### config.mk
export PLATFORM = sky130hd
export DESIGN_NAME = alu_issue
export DESIGN_NICKNAME = d
export VERILOG_FILES = /design/src/rtl/alu_issue.sv
export SDC_FILE = /design/constraint.sdc
export NUM_CORES = 1
export LEC_CHECK = 0
export CAP_MARGIN = 5
export CORE_MARGIN = 4
export CORE_UTILIZATION = 30
export DETAILED_ROUTE_END_ITERATION = 12
export PLACE_DENSITY = 0.5
export SYNTH_ARGS = -nofsm -noshare
export SYNTH_HDL_FRONTEND = slang
export SYNTH_SLANG_ARGS = --single-unit
### constraint.sdc
create_clock -name clk -period 2.49 [get_ports clk]
set_input_delay 0.498 -clock clk [delete_from_list [all_inputs] [get_ports clk]]
set_output_delay 0.498 -clock clk [all_outputs]
set_load 0.1 [all_outputs]
### src/rtl/alu_issue.sv
// Issue/writeback front end for the 16-bit ALU: decodes, reads the 8x16
// register file with EX->decode bypass, and retires ALU results one cycle later.
module alu_issue #(
  parameter logic [15:0] BUBBLE = 16'h0800,
  parameter int          CNT_W  = 16
) (
  input  logic             clk,
  input  logic             rst,
  input  logic             in_valid,
  input  logic [15:0]      in_instruction,
  output logic             in_ready,
  input  logic             stall,
  output logic [15:0]      alu_rx,
  output logic [15:0]      alu_ry,
  output logic [15:0]      alu_instruction,
  input  logic [15:0]      alu_res,
  input  logic             alu_t_written,
  input  logic             alu_t,
  output logic             t_flag,
  input  logic [2:0]       dbg_sel,
  output logic [15:0]      dbg_data,
  output logic [CNT_W-1:0] retired
);

  typedef enum logic [1:0] {
    DK_NONE = 2'd0,
    DK_REG  = 2'd1,
    DK_T    = 2'd2
  } dest_kind_t;

  typedef enum logic [1:0] {
    BS_ZERO = 2'd0,
    BS_REG  = 2'd1,
    BS_IMM  = 2'd2
  } b_src_t;

  logic [15:0]      r_regs [0:7];
  logic [15:0]      r_rx;
  logic [15:0]      r_ry;
  logic [15:0]      r_ins;
  logic             r_t;
  logic             r_ex_valid;
  dest_kind_t       r_ex_dk;
  logic [2:0]       r_ex_didx;
  logic [CNT_W-1:0] r_retired;

  logic [4:0]  w_op;
  logic [4:0]  w_funct;
  logic [2:0]  w_x;
  logic [2:0]  w_y;
  logic [7:0]  w_imm8;
  logic        w_a_en;
  logic [2:0]  w_a_idx;
  b_src_t      w_b_src;
  dest_kind_t  w_dk;
  logic [2:0]  w_didx;
  logic [15:0] w_rd_a;
  logic [15:0] w_rd_b;
  logic [15:0] w_op_a;
  logic [15:0] w_op_b;
  logic        w_unused_ok;

  assign w_op    = in_instruction[15:11];
  assign w_x     = in_instruction[10:8];
  assign w_y     = in_instruction[7:5];
  assign w_imm8  = in_instruction[7:0];
  assign w_funct = in_instruction[4:0];

  assign in_ready        = ~stall;
  assign alu_rx          = r_rx;
  assign alu_ry          = r_ry;
  assign alu_instruction = r_ins;
  assign t_flag          = r_t;
  assign retired         = r_retired;
  assign dbg_data        = r_regs[dbg_sel];

  // The T-write strobe is informational only; T writeback follows decode.
  assign w_unused_ok = &{1'b0, alu_t_written};

  // Instruction decode: operand sources and destination selection.
  always_comb begin
    w_a_en  = 1'b0;
    w_a_idx = w_x;
    w_b_src = BS_ZERO;
    w_dk    = DK_NONE;
    w_didx  = w_x;
    case (w_op)
      5'b00110: begin
        w_a_en  = 1'b1;
        w_a_idx = w_y;
        w_dk    = DK_REG;
      end
      5'b01001: begin
        w_a_en = 1'b1;
        w_dk   = DK_REG;
      end
      5'b01010, 5'b01110: begin
        w_a_en = 1'b1;
        w_dk   = DK_T;
      end
      5'b01011: begin
        w_a_en  = 1'b1;
        w_b_src = BS_IMM;
        w_dk    = DK_T;
      end
      5'b11100: begin
        w_a_en  = 1'b1;
        w_b_src = BS_REG;
        w_dk    = DK_REG;
        w_didx  = in_instruction[4:2];
      end
      5'b11101: begin
        case (w_funct)
          5'b00010, 5'b00011, 5'b01010: begin
            w_a_en  = 1'b1;
            w_b_src = BS_REG;
            w_dk    = DK_T;
          end
          5'b00100, 5'b00110, 5'b00111, 5'b01011,
          5'b01100, 5'b01101, 5'b01110, 5'b01111: begin
            w_a_en  = 1'b1;
            w_b_src = BS_REG;
            w_dk    = DK_REG;
          end
          default: begin
            w_a_en  = 1'b0;
            w_b_src = BS_ZERO;
            w_dk    = DK_NONE;
          end
        endcase
      end
      default: begin
        w_a_en  = 1'b0;
        w_b_src = BS_ZERO;
        w_dk    = DK_NONE;
      end
    endcase
  end

  // Register read with forwarding of the result retiring on this edge.
  always_comb begin
    if (r_ex_valid && (r_ex_dk == DK_REG) && (r_ex_didx == w_a_idx)) begin
      w_rd_a = alu_res;
    end else begin
      w_rd_a = r_regs[w_a_idx];
    end
    if (r_ex_valid && (r_ex_dk == DK_REG) && (r_ex_didx == w_y)) begin
      w_rd_b = alu_res;
    end else begin
      w_rd_b = r_regs[w_y];
    end
    if (w_a_en) begin
      w_op_a = w_rd_a;
    end else begin
      w_op_a = 16'h0000;
    end
    case (w_b_src)
      BS_REG:  w_op_b = w_rd_b;
      BS_IMM:  w_op_b = {8'h00, w_imm8};
      default: w_op_b = 16'h0000;
    endcase
  end

  // EX stage, writeback into register file / T, and retirement counter.
  always_ff @(posedge clk) begin
    if (rst) begin
      for (int i = 0; i < 8; i++) begin
        r_regs[i] <= 16'h0000;
      end
      r_rx       <= 16'h0000;
      r_ry       <= 16'h0000;
      r_ins      <= BUBBLE;
      r_t        <= 1'b0;
      r_ex_valid <= 1'b0;
      r_ex_dk    <= DK_NONE;
      r_ex_didx  <= 3'd0;
      r_retired  <= {CNT_W{1'b0}};
    end else if (!stall) begin
      if (r_ex_valid) begin
        case (r_ex_dk)
          DK_REG: begin
            r_regs[r_ex_didx] <= alu_res;
            r_retired         <= r_retired + {{(CNT_W-1){1'b0}}, 1'b1};
          end
          DK_T: begin
            r_t       <= alu_t;
            r_retired <= r_retired + {{(CNT_W-1){1'b0}}, 1'b1};
          end
          default: begin
            r_retired <= r_retired;
          end
        endcase
      end
      if (in_valid) begin
        r_rx       <= w_op_a;
        r_ry       <= w_op_b;
        r_ins      <= in_instruction;
        r_ex_valid <= 1'b1;
        r_ex_dk    <= w_dk;
        r_ex_didx  <= w_didx;
      end else begin
        r_rx       <= 16'h0000;
        r_ry       <= 16'h0000;
        r_ins      <= BUBBLE;
        r_ex_valid <= 1'b0;
        r_ex_dk    <= DK_NONE;
        r_ex_didx  <= 3'd0;
      end
    end
  end

endmodule

==> flow_metrics.py, run 1 <==
metrics = {
    "synth": {
        "synth_top_cell_area_share_pct": 32.96,
        "synth-main-ff-cell": "edfxtp_1",
        "syn_nets": 1088,
        "synth_common_cells": "and2_1 (132), edfxtp_1 (128), nor2_1 (83)",
        "synth.most_common_cell": "and2_1",
        "synth.avg_cell_area_um2": 11.17,
        "yosys_warnings": 0,
        "ys_top_cells_by_area": "edfxtp_1 (33%), mux4_2 (12%), dfxtp_1 (12%)",
        "synth_cells": 1044,
        "ys_seq_area_share_pct": 45.15,
        "synth.area.mux_share_pct": 17.42,
        "synth_edf_count": 128,
        "yosys.area.top_type": "edfxtp_1",
        "syn_area_um2": 11660,
        "synth_xor_area_share_pct": 1.202,
        "synth_top_family_by_area": "multiplexers",
        "async_flop_share_pct": 0,
        "synth_cell_types": 74,
        "synth_compound_area_share_pct": 15.57,
        "synth-seq-cells": 199,
        "synthSimpleGateAreaFrac_pct": 16.77,
        "post_synth_fa_ha_maj_area_fraction_pct": 0.3219,
    },
    "job": {
        "drv_cap": 0,
    },
    "setup_path": {
        "worst-setup-path-type": "in2out",
        "cp.required_ns": 1.99,
        "cp-start-kind": "input pin",
        "endpoint_kind": "primary output",
        "cp_max_fo": 16,
        "cp.arrival_ns": 1.92,
    },
    "cells_and_area": {
        "n_antenna_cell": 0,
        "drive_above_1_share_pct": 31.03,
        "fillers": 3766,
        "syn_to_final_growth_pct": 31.91,
        "nets": 1320,
    },
    "global_routing": {
        "grt_pass1_wl_mm": 65.98,
        "track_usage_pct": 21.26,
        "antenna_found_initial": 1,
        "grt_pass1_vias": 9819,
        "grt_max_degree": 81,
        "overflow": 0,
    },
    "sta": {
        "period_needed_ns": 2.418,
        "fmax_mhz": 413.6,
        "slew_headroom_pct": 67.52,
        "final-hold-violation-count": 0,
        "finalSetupViolations": 0,
        "period_share_pct": 97.09,
        "maxSlewViolCount": 0,
        "finClkSkew_ns": 0.01196,
        "tightest_slew_ns": 0.4871,
        "finalSetupTns_ns": 0,
        "rsz0062_at_grt": "false",
    },
    "clocking": {
        "post_cts_buffers": 0,
        "cts_tree": "done",
        "cts_hold_buf": 0,
        "htreeDepth": 4,
        "clock_latency_ns": 0.46,
        "cts_buffers": 17,
        "clk_path_buf_depth": 2,
        "cts_root_buffer": "clkbuf_16",
        "clock_sinks": 199,
        "clk_pin_slew_worst_paths_ns": 0.07,
    },
    "route": {
        "drt_iter0_markers": 1072,
        "wirelength_mm": 44.72,
        "drc": 0,
        "route.antenna.remaining_nets": 0,
        "first_pass_iters": 8,
        "vias": 9886,
        "via_per_inst": 5.492,
        "wire_per_inst_um": 24.84,
    },
    "place": {
        "routabilityCongestion": 0.8729,
        "io_buffers": 121,
        "place.detailed.hpwl_mm": 31.45,
    },
    "floorplanning": {
        "fp.coreArea_um2": 38020,
        "chipHeight_um": 205.2,
        "ios": 123,
        "initial_utilization_pct": 30.67,
        "die-width_um": 205.2,
        "fp-row-count": 71,
        "dieArea_um2": 42090,
    },
    "pwr": {
        "power.density_nw_per_um2": 525.3,
        "leakagePower_nw": 5.933,
        "total_power_w": 0.008082,
        "ir_drop_uv": 410.8,
    },
    "hold_path": {
        "hp-class": "in2reg",
    },
    "outcome": {
        "outcome": "finished, final reports clean",
    },
}
-- critical path, stage by stage --
cell	delay, ns
clkdlybuf4s15_2	0.26
bufbuf_16	0.36
mux4_2	0.32
mux2_4	0.30
buf_12	0.17
-- logic make-up after synthesis --
| family | count (synthesis) |
|---|---|
| and+or+nand+nor | 361 |
| xor gates and xnor gates | 16 |
| muxes | 121 |
| buffers and inverters | 96 |
| DFF | 199 |
| AOI/OAI and AO/OA | 248 |
| adders and majority gates | 3 |
-- per-stage QoR --
stage          setup WS [ns]  area, um2  hold WS, ns  utilization, %  cells
2_1_floorplan        0.03943      11720       0.4579               -   1044
3_3_place_gp         -0.3840      14780       0.4709           38.88   1767
3_5_place_dp         -0.4153      14780       0.4830           38.88   1767
4_1_cts              0.06208      15370       0.4447           40.42   1800
5_1_grt              0.01808      15380       0.4384           40.46   1800
6_report             0.07245      15380       0.4128           40.46   1800
-- report_power, final --
group | switching (W) | internal, W | total, W
sequential | 0.0000921 | 0.00359 | 0.00368
clock | 0.00136 | 0.00138 | 0.00274
combinational | 0.000961 | 0.000697 | 0.00166
-- final cells by class --
type                    instances  area, um2  share of cell area [%]
flip-flops and latches        199       5265                   34.23
well taps                     511      639.4                   4.156
clock buffers                  17      425.4                   2.765
inverters                      17      63.81                  0.4148
multi-input cells             749       6063                   39.41
repair buffers                292       2799                   18.19
clock inverters                15      127.6                  0.8296
-- layer usage --
layer / routed length (um) / vias to the layer above / GRT usage, %
met5: 0 / - / 0
met4: 1135 / 0 / 6.364
met3: 3475 / 65 / 4.638
met2: 20670 / 397 / 33.87
met1: 19440 / 4949 / 29.16
li1: - / 4475 / -
-- path summary, 6_finish.rpt --
kind                               startpoint  slack [ns]  cells after the start                                to
min reg2reg  alu_instruction[11]$_SDFFE_PP1N_        0.50                      2  alu_instruction[11]$_SDFFE_PP1N_
max reg2reg           r_ex_dk[0]$_SDFFE_PP0N_        0.33                      8          retired[15]$_SDFFE_PP0P_
min                        in_instruction[14]        0.41                      3  alu_instruction[14]$_SDFFE_PP0N_
max                                dbg_sel[1]        0.07                      5                       dbg_data[7]
-- flip-flops by register name, indices dropped and copies added (netlist names) --
name,cells
t_flag,1
retired,16
r_ex_valid,1
r_ex_didx,3
r_ex_dk,2
r_regs,128
alu_instruction,16
alu_rx,16
alu_ry,16
-- what timing repair did --
action                                  in CTS  in global routing
endpoints found under the setup margin      16                 12
pin swaps                                    0                  1
cloned                                       1                  0
gates resized for setup                      3                  6
hold endpoints to repair                     0                  0
-- cells in the final DEF, fill, tap and decap left out, types with 9 or more instances in the layout --
cell type and count:
xor2_1 9, nand3_1 13, nand2_1 55, buf_4 212, o21ai_0 19, mux2i_1 41
a21oi_1 64, clkdlybuf4s50_1 30, buf_12 40, and3_1 13, a211oi_1 16, clkbuf_16 17
mux2_4 16, mux4_2 64, o211ai_1 23, nor2_1 83, a22oi_1 23, inv_1 17
edfxtp_1 128, and2_1 132, dfxtp_1 71
Power figures use the tool's default switching activity.
==> inputs of run 2 (changes only) <==
Settings changed: SETUP_SLACK_MARGIN set to 0.2.
==> run 2 against run 1 <==
- utilization is 3.3 points higher
- first-iteration DRC count shrank 3.3%
- clock-buffer cell count is the same
- non-clock buffer count increased by 135
- final cell count grew 7.6%
- combinational power increased by 11%
- register-to-register slack worse by 0.02 ns
- critical path type is now reg2out
- critical endpoint is now dbg_data[5]
==> flow_metrics.py, run 2 (synthesized netlist as in run 1, its figures left out) <==
metrics = {
    "floorplanning": {
        "fp-row-count": 71,
        "chipHeight_um": 205.2,
        "fp.coreArea_um2": 38020,
        "initial_utilization_pct": 30.67,
        "dieArea_um2": 42090,
        "die-width_um": 205.2,
        "ios": 123,
    },
    "sta": {
        "slew_headroom_pct": 64.27,
        "fin_ws_ns": 0.1140,
        "rsz0062_at_grt": "true",
        "finalSetupViolations": 0,
        "tightest_slew_ns": 0.5352,
        "period_share_pct": 95.42,
        "fmax_mhz": 420.9,
        "hold_ws_ns": 0.3677,
        "final-hold-violation-count": 0,
        "maxSlewViolCount": 0,
        "period_needed_ns": 2.376,
        "finClkSkew_ns": 0.01525,
    },
    "setup_path": {
        "cp.required_ns": 1.99,
        "worst-setup-path-type": "reg2out",
        "cp_slowest_cell": "mux4_2",
        "endpoint_kind": "primary output",
        "worstPathCellList": "mux4_2 -> mux2_4 -> buf_12",
        "cp_max_fo": 3,
        "cp-start-kind": "register",
        "cp.arrival_ns": 1.88,
        "crit_family": "multiplexers",
        "path_buf_inv": 1,
        "max_stage_delay_ns": 0.50,
    },
    "clocking": {
        "clock_latency_ns": 0.46,
        "cts_buffers": 17,
        "clk_pin_slew_worst_paths_ns": 0.08,
        "htreeDepth": 4,
        "cts_hold_buf": 0,
        "cts_tree": "done",
        "cts_root_buffer": "clkbuf_16",
        "clock_sinks": 199,
        "clk_path_buf_depth": 2,
    },
    "global_routing": {
        "grt_max_degree": 81,
        "grt_pass1_wl_mm": 67.79,
        "track_usage_pct": 21.82,
        "antenna_found_initial": 0,
        "grt_pass1_vias": 10340,
        "overflow": 0,
    },
    "route": {
        "first_pass_iters": 7,
        "wire_per_inst_um": 23.94,
        "vias": 10490,
        "drt_iter0_markers": 1037,
        "via_per_inst": 5.417,
        "drc": 0,
        "wirelength_mm": 46.37,
        "route.antenna.remaining_nets": 0,
    },
    "cells_and_area": {
        "syn_to_final_growth_pct": 42.63,
        "largest_register_ffs": 128,
        "final_cell_mix": "buf_4 (342), and2_1 (132), edfxtp_1 (128), nor2_1 (82), dfxtp_1 (69)",
        "nets": 1457,
        "design_area_um2": 16630,
        "fillers": 3623,
        "mostFrequentLayoutCell": "buf_4",
        "top_register": "r_regs",
        "drive_above_1_share_pct": 38.71,
        "regArea_um2": 5268,
        "fin_cells": 1937,
        "multi_input_area_um2": 6153,
        "n_antenna_cell": 0,
    },
    "pwr": {
        "leakagePower_nw": 6.700,
        "ir_drop_uv": 395.4,
        "power.density_nw_per_um2": 511.0,
    },
    "place": {
        "place_ws_ns": -0.4673,
        "io_buffers": 121,
        "dp_cells": 1784,
        "post_dp_cell_area_um2": 14920,
        "place.detailed.hpwl_mm": 31.84,
        "routabilityCongestion": 0.8852,
    },
    "outcome": {
        "outcome": "finished, final reports clean",
    },
    "hold_path": {
        "hp-class": "in2reg",
    },
    "job": {
        "drv_cap": 0,
    },
}
-- run 2: cell count changes in the layout (fill, tap and decap cells not counted), sizes merged, moves of 2 or more --
cell	change
buf	+136
bufinv	+2
dlygate4sd2	+2
clkinvlp	-2
dlymetal6s2s	-2
clkdlybuf4s50	-2
-- run 2: final timing paths --
check	from	to	slack, ns	cells after the start
worst max register to register	r_ex_dk[1]$_SDFFE_PP0N_	r_regs[2][8]$_SDFFCE_PN0P_	0.31	8
worst min-delay path	in_instruction[6]	alu_instruction[6]$_SDFFE_PP0N_	0.37	3
worst min register to register	r_ex_dk[0]$_SDFFE_PP0N_	r_ex_dk[0]$_SDFFE_PP0N_	0.51	2
worst max-delay path	r_regs[1][5]$_SDFFCE_PN0P_	dbg_data[5]	0.11	3
-- run 2: area by class of cell --
cell class / instances / share of cell area [%]
flip-flops and latches: 199 / 31.67
well taps: 511 / 3.844
clock buffers: 17 / 2.557
multi-input cells: 751 / 36.99
clock inverters: 15 / 1.151
repair buffers: 427 / 23.41
inverters: 17 / 0.3836
-- run 2: tightest hold or removal path, cell delays in order --
cell     delay, ns
buf_2         0.14
a22oi_1       0.08
nor2_1        0.08
-- run 2: metrics by stage --
stage / util [%] / power [W] / TNS (ns)
after CTS: 43.12 / 0.008514 / 0
after global placement: 39.25 / 0.005412 / -10.47
final: 43.75 / 0.008500 / 0
after global routing: 43.75 / 0.008792 / 0
after floorplan: - / 0.004652 / 0
after detailed placement: 39.25 / 0.005415 / -10.71
-- run 2: repair_timing --
action,in CTS,in global routing
pin swaps,3,3
endpoints found under the setup margin,32,39
gates resized for setup,22,20
gates cloned,6,0
buffers inserted,92,23
endpoints found under the hold margin,0,0
-- run 2: power by group --
group | internal (W) | switching, W | leakage (nW)
combinational | 0.000812 | 0.00103 | 4.51
clock | 0.00161 | 0.00140 | 0.298
sequential | 0.00359 | 0.0000669 | 1.89
total | 0.00601 | 0.00249 | 6.70
-- run 2: layer usage --
| metal | wire [um] | global-route usage, % | up-vias |
|---|---|---|---|
| met1 | 20330 | 30.27 | 5192 |
| met4 | 1212 | 6.124 | 0 |
| li1 | - | - | 4750 |
| met5 | 0 | 0 | - |
| met2 | 20990 | 33.74 | 479 |
| met3 | 3839 | 5.857 | 71 |
==> inputs of run 3 (changes only) <==
Settings changed: CELL_PAD_IN_SITES_DETAIL_PLACEMENT set to 0, CELL_PAD_IN_SITES_GLOBAL_PLACEMENT set to 1, PLACE_DENSITY 0.5 to 0.6, SETUP_SLACK_MARGIN 0.2 to unset.
==> run 3 against run 2 <==
- sequential cell count is the same
- clock power increased by 3%
- via count decreased by 4.9%
- utilization is 2.8 points lower
- combinational power is 8% lower
- highest routed layer unchanged
==> flow_metrics.py, run 3 (synthesized netlist as in run 1, its figures left out) <==
metrics = {
    "outcome": {
        "outcome": "finished, final reports clean",
    },
    "cells_and_area": {
        "largest_register_ffs": 128,
        "drive_above_1_share_pct": 31.22,
        "top_register": "r_regs",
        "nets": 1325,
        "final_util_pct": 40.94,
        "fillers": 3723,
        "n_antenna_cell": 0,
        "multi_input_area_um2": 6096,
        "syn_to_final_growth_pct": 33.48,
        "regArea_um2": 5265,
        "final_cell_mix": "buf_4 (211), and2_1 (132), edfxtp_1 (128), nor2_1 (83), dfxtp_1 (71)",
        "mostFrequentLayoutCell": "buf_4",
    },
    "global_routing": {
        "track_usage_pct": 21.34,
        "grt_pass1_vias": 9978,
        "overflow": 0,
        "grt_max_degree": 47,
        "grt_pass1_wl_mm": 66.09,
        "antenna_found_initial": 1,
    },
    "sta": {
        "period_needed_ns": 2.427,
        "final-hold-violation-count": 0,
        "period_share_pct": 97.47,
        "slew_headroom_pct": 63.58,
        "finClkSkew_ns": 0.01217,
        "rsz0062_at_grt": "false",
        "fin_ws_ns": 0.06299,
        "fmax_mhz": 412.0,
        "maxSlewViolCount": 0,
        "finalSetupViolations": 0,
        "tightest_slew_ns": 0.5464,
        "finalSetupTns_ns": 0,
        "hold_ws_ns": 0.4936,
    },
    "setup_path": {
        "max_stage_delay_ns": 0.57,
        "path_buf_inv": 3,
        "endpoint_kind": "primary output",
        "cp-start-kind": "input pin",
        "worst-setup-path-type": "in2out",
        "crit_family": "multiplexers",
        "cp_max_fo": 23,
        "r2r_slack_ns": 0.32,
        "worstReg2RegStart": "r_ex_dk[1]$_SDFFE_PP0N_",
        "crit_start": "dbg_sel[0]",
        "cp.arrival_ns": 1.93,
        "rr_endpoint": "r_regs[7][11]$_SDFFCE_PN0P_",
        "cp.required_ns": 1.99,
        "cpMostUsedCell": "buf_12",
        "cp_slowest_cell": "mux4_2",
        "worstRegToRegCells": 7,
        "worstPathCellList": "buf_2 -> buf_12 -> mux4_2 -> mux2_4 -> buf_12",
    },
    "route": {
        "route.antenna.remaining_nets": 0,
        "first_pass_iters": 5,
        "drt_iter0_markers": 958,
        "via_per_inst": 5.530,
        "wirelength_mm": 45.42,
        "drc": 0,
        "wire_per_inst_um": 25.16,
        "vias": 9981,
    },
    "pwr": {
        "power.density_nw_per_um2": 544.4,
        "leakagePower_nw": 6.011,
        "ir_drop_uv": 432.9,
    },
    "job": {
        "drv_cap": 0,
    },
    "clocking": {
        "cts_hold_buf": 0,
        "clk_path_buf_depth": 2,
        "cts_root_buffer": "clkbuf_16",
        "clock_latency_ns": 0.46,
        "post_cts_buffers": 0,
        "htreeDepth": 4,
        "clk_pin_slew_worst_paths_ns": 0.07,
        "cts_buffers": 17,
        "clock_sinks": 199,
        "cts_tree": "done",
    },
    "hold_path": {
        "holdPathStages": 2,
        "hp-class": "reg2reg",
        "whs_endpoint": "r_ex_dk[0]$_SDFFE_PP0N_",
        "min_from": "r_ex_dk[0]$_SDFFE_PP0N_",
    },
    "place": {
        "io_buffers": 121,
        "place.detailed.hpwl_mm": 31.82,
        "place_ws_ns": -0.4248,
        "routabilityCongestion": 0.8950,
    },
    "floorplanning": {
        "initial_utilization_pct": 30.67,
        "die-width_um": 205.2,
        "chipHeight_um": 205.2,
        "dieArea_um2": 42090,
        "ios": 123,
        "fp-row-count": 71,
        "fp.coreArea_um2": 38020,
    },
}
-- run 3: worst register-to-register path, stage by stage, from the launching register on --
cell	delay, ns
dfxtp_1	0.34
inv_1	0.06
ha_1	0.15
nor4bb_1	0.43
nand2_1	0.26
nor2_1	0.19
or2_2	0.24
buf_12	0.21
-- run 3: final cells by class --
class	instances	area share (%)
Clock inverter	12	1.294
Inverter	17	0.4099
Tap cell	511	4.107
Timing Repair Buffer	295	18.41
Sequential cell	199	33.82
Clock buffer	20	2.805
Multi-Input combinational cell	751	39.16
-- run 3: routing by layer --
metal	vias up	GRT usage [%]	wire length, um
met5	-	0	0
met4	0	6.459	1131
met3	60	3.736	2886
met2	362	34.09	21150
met1	5066	29.74	20250
li1	4493	-	-
-- run 3: through the flow --
stage	instance area [um2]	cells	total power, W
final	15570	1805	0.008475
after global routing	15570	1805	0.008747
after CTS	15510	1803	0.008524
after detailed placement	14840	1770	0.005419
after global placement	14840	1770	0.005413
after floorplan	11720	1044	0.004648
-- run 3: worst max-delay path by stage --
stage	end	slack, ns	depth (start not counted)
detailed placement	alu_rx[10]$_SDFFE_PP0N_	-0.42	7
floorplan	dbg_data[11]	0.04	4
global placement	alu_rx[10]$_SDFFE_PP0N_	-0.38	7
finish	dbg_data[5]	0.06	5
global route	dbg_data[3]	0.009	5
CTS	dbg_data[3]	0.05	5
-- run 3: repair_timing --
action,in CTS,in global routing
pin swaps,0,2
resized for setup,4,10
endpoints found under the setup margin,16,16
cloned,1,2
-- run 3: report_power, final --
part           internal, W  switching (W)
logic             0.000708       0.000983
clock network      0.00179        0.00132
registers          0.00359      0.0000864
total              0.00609        0.00239
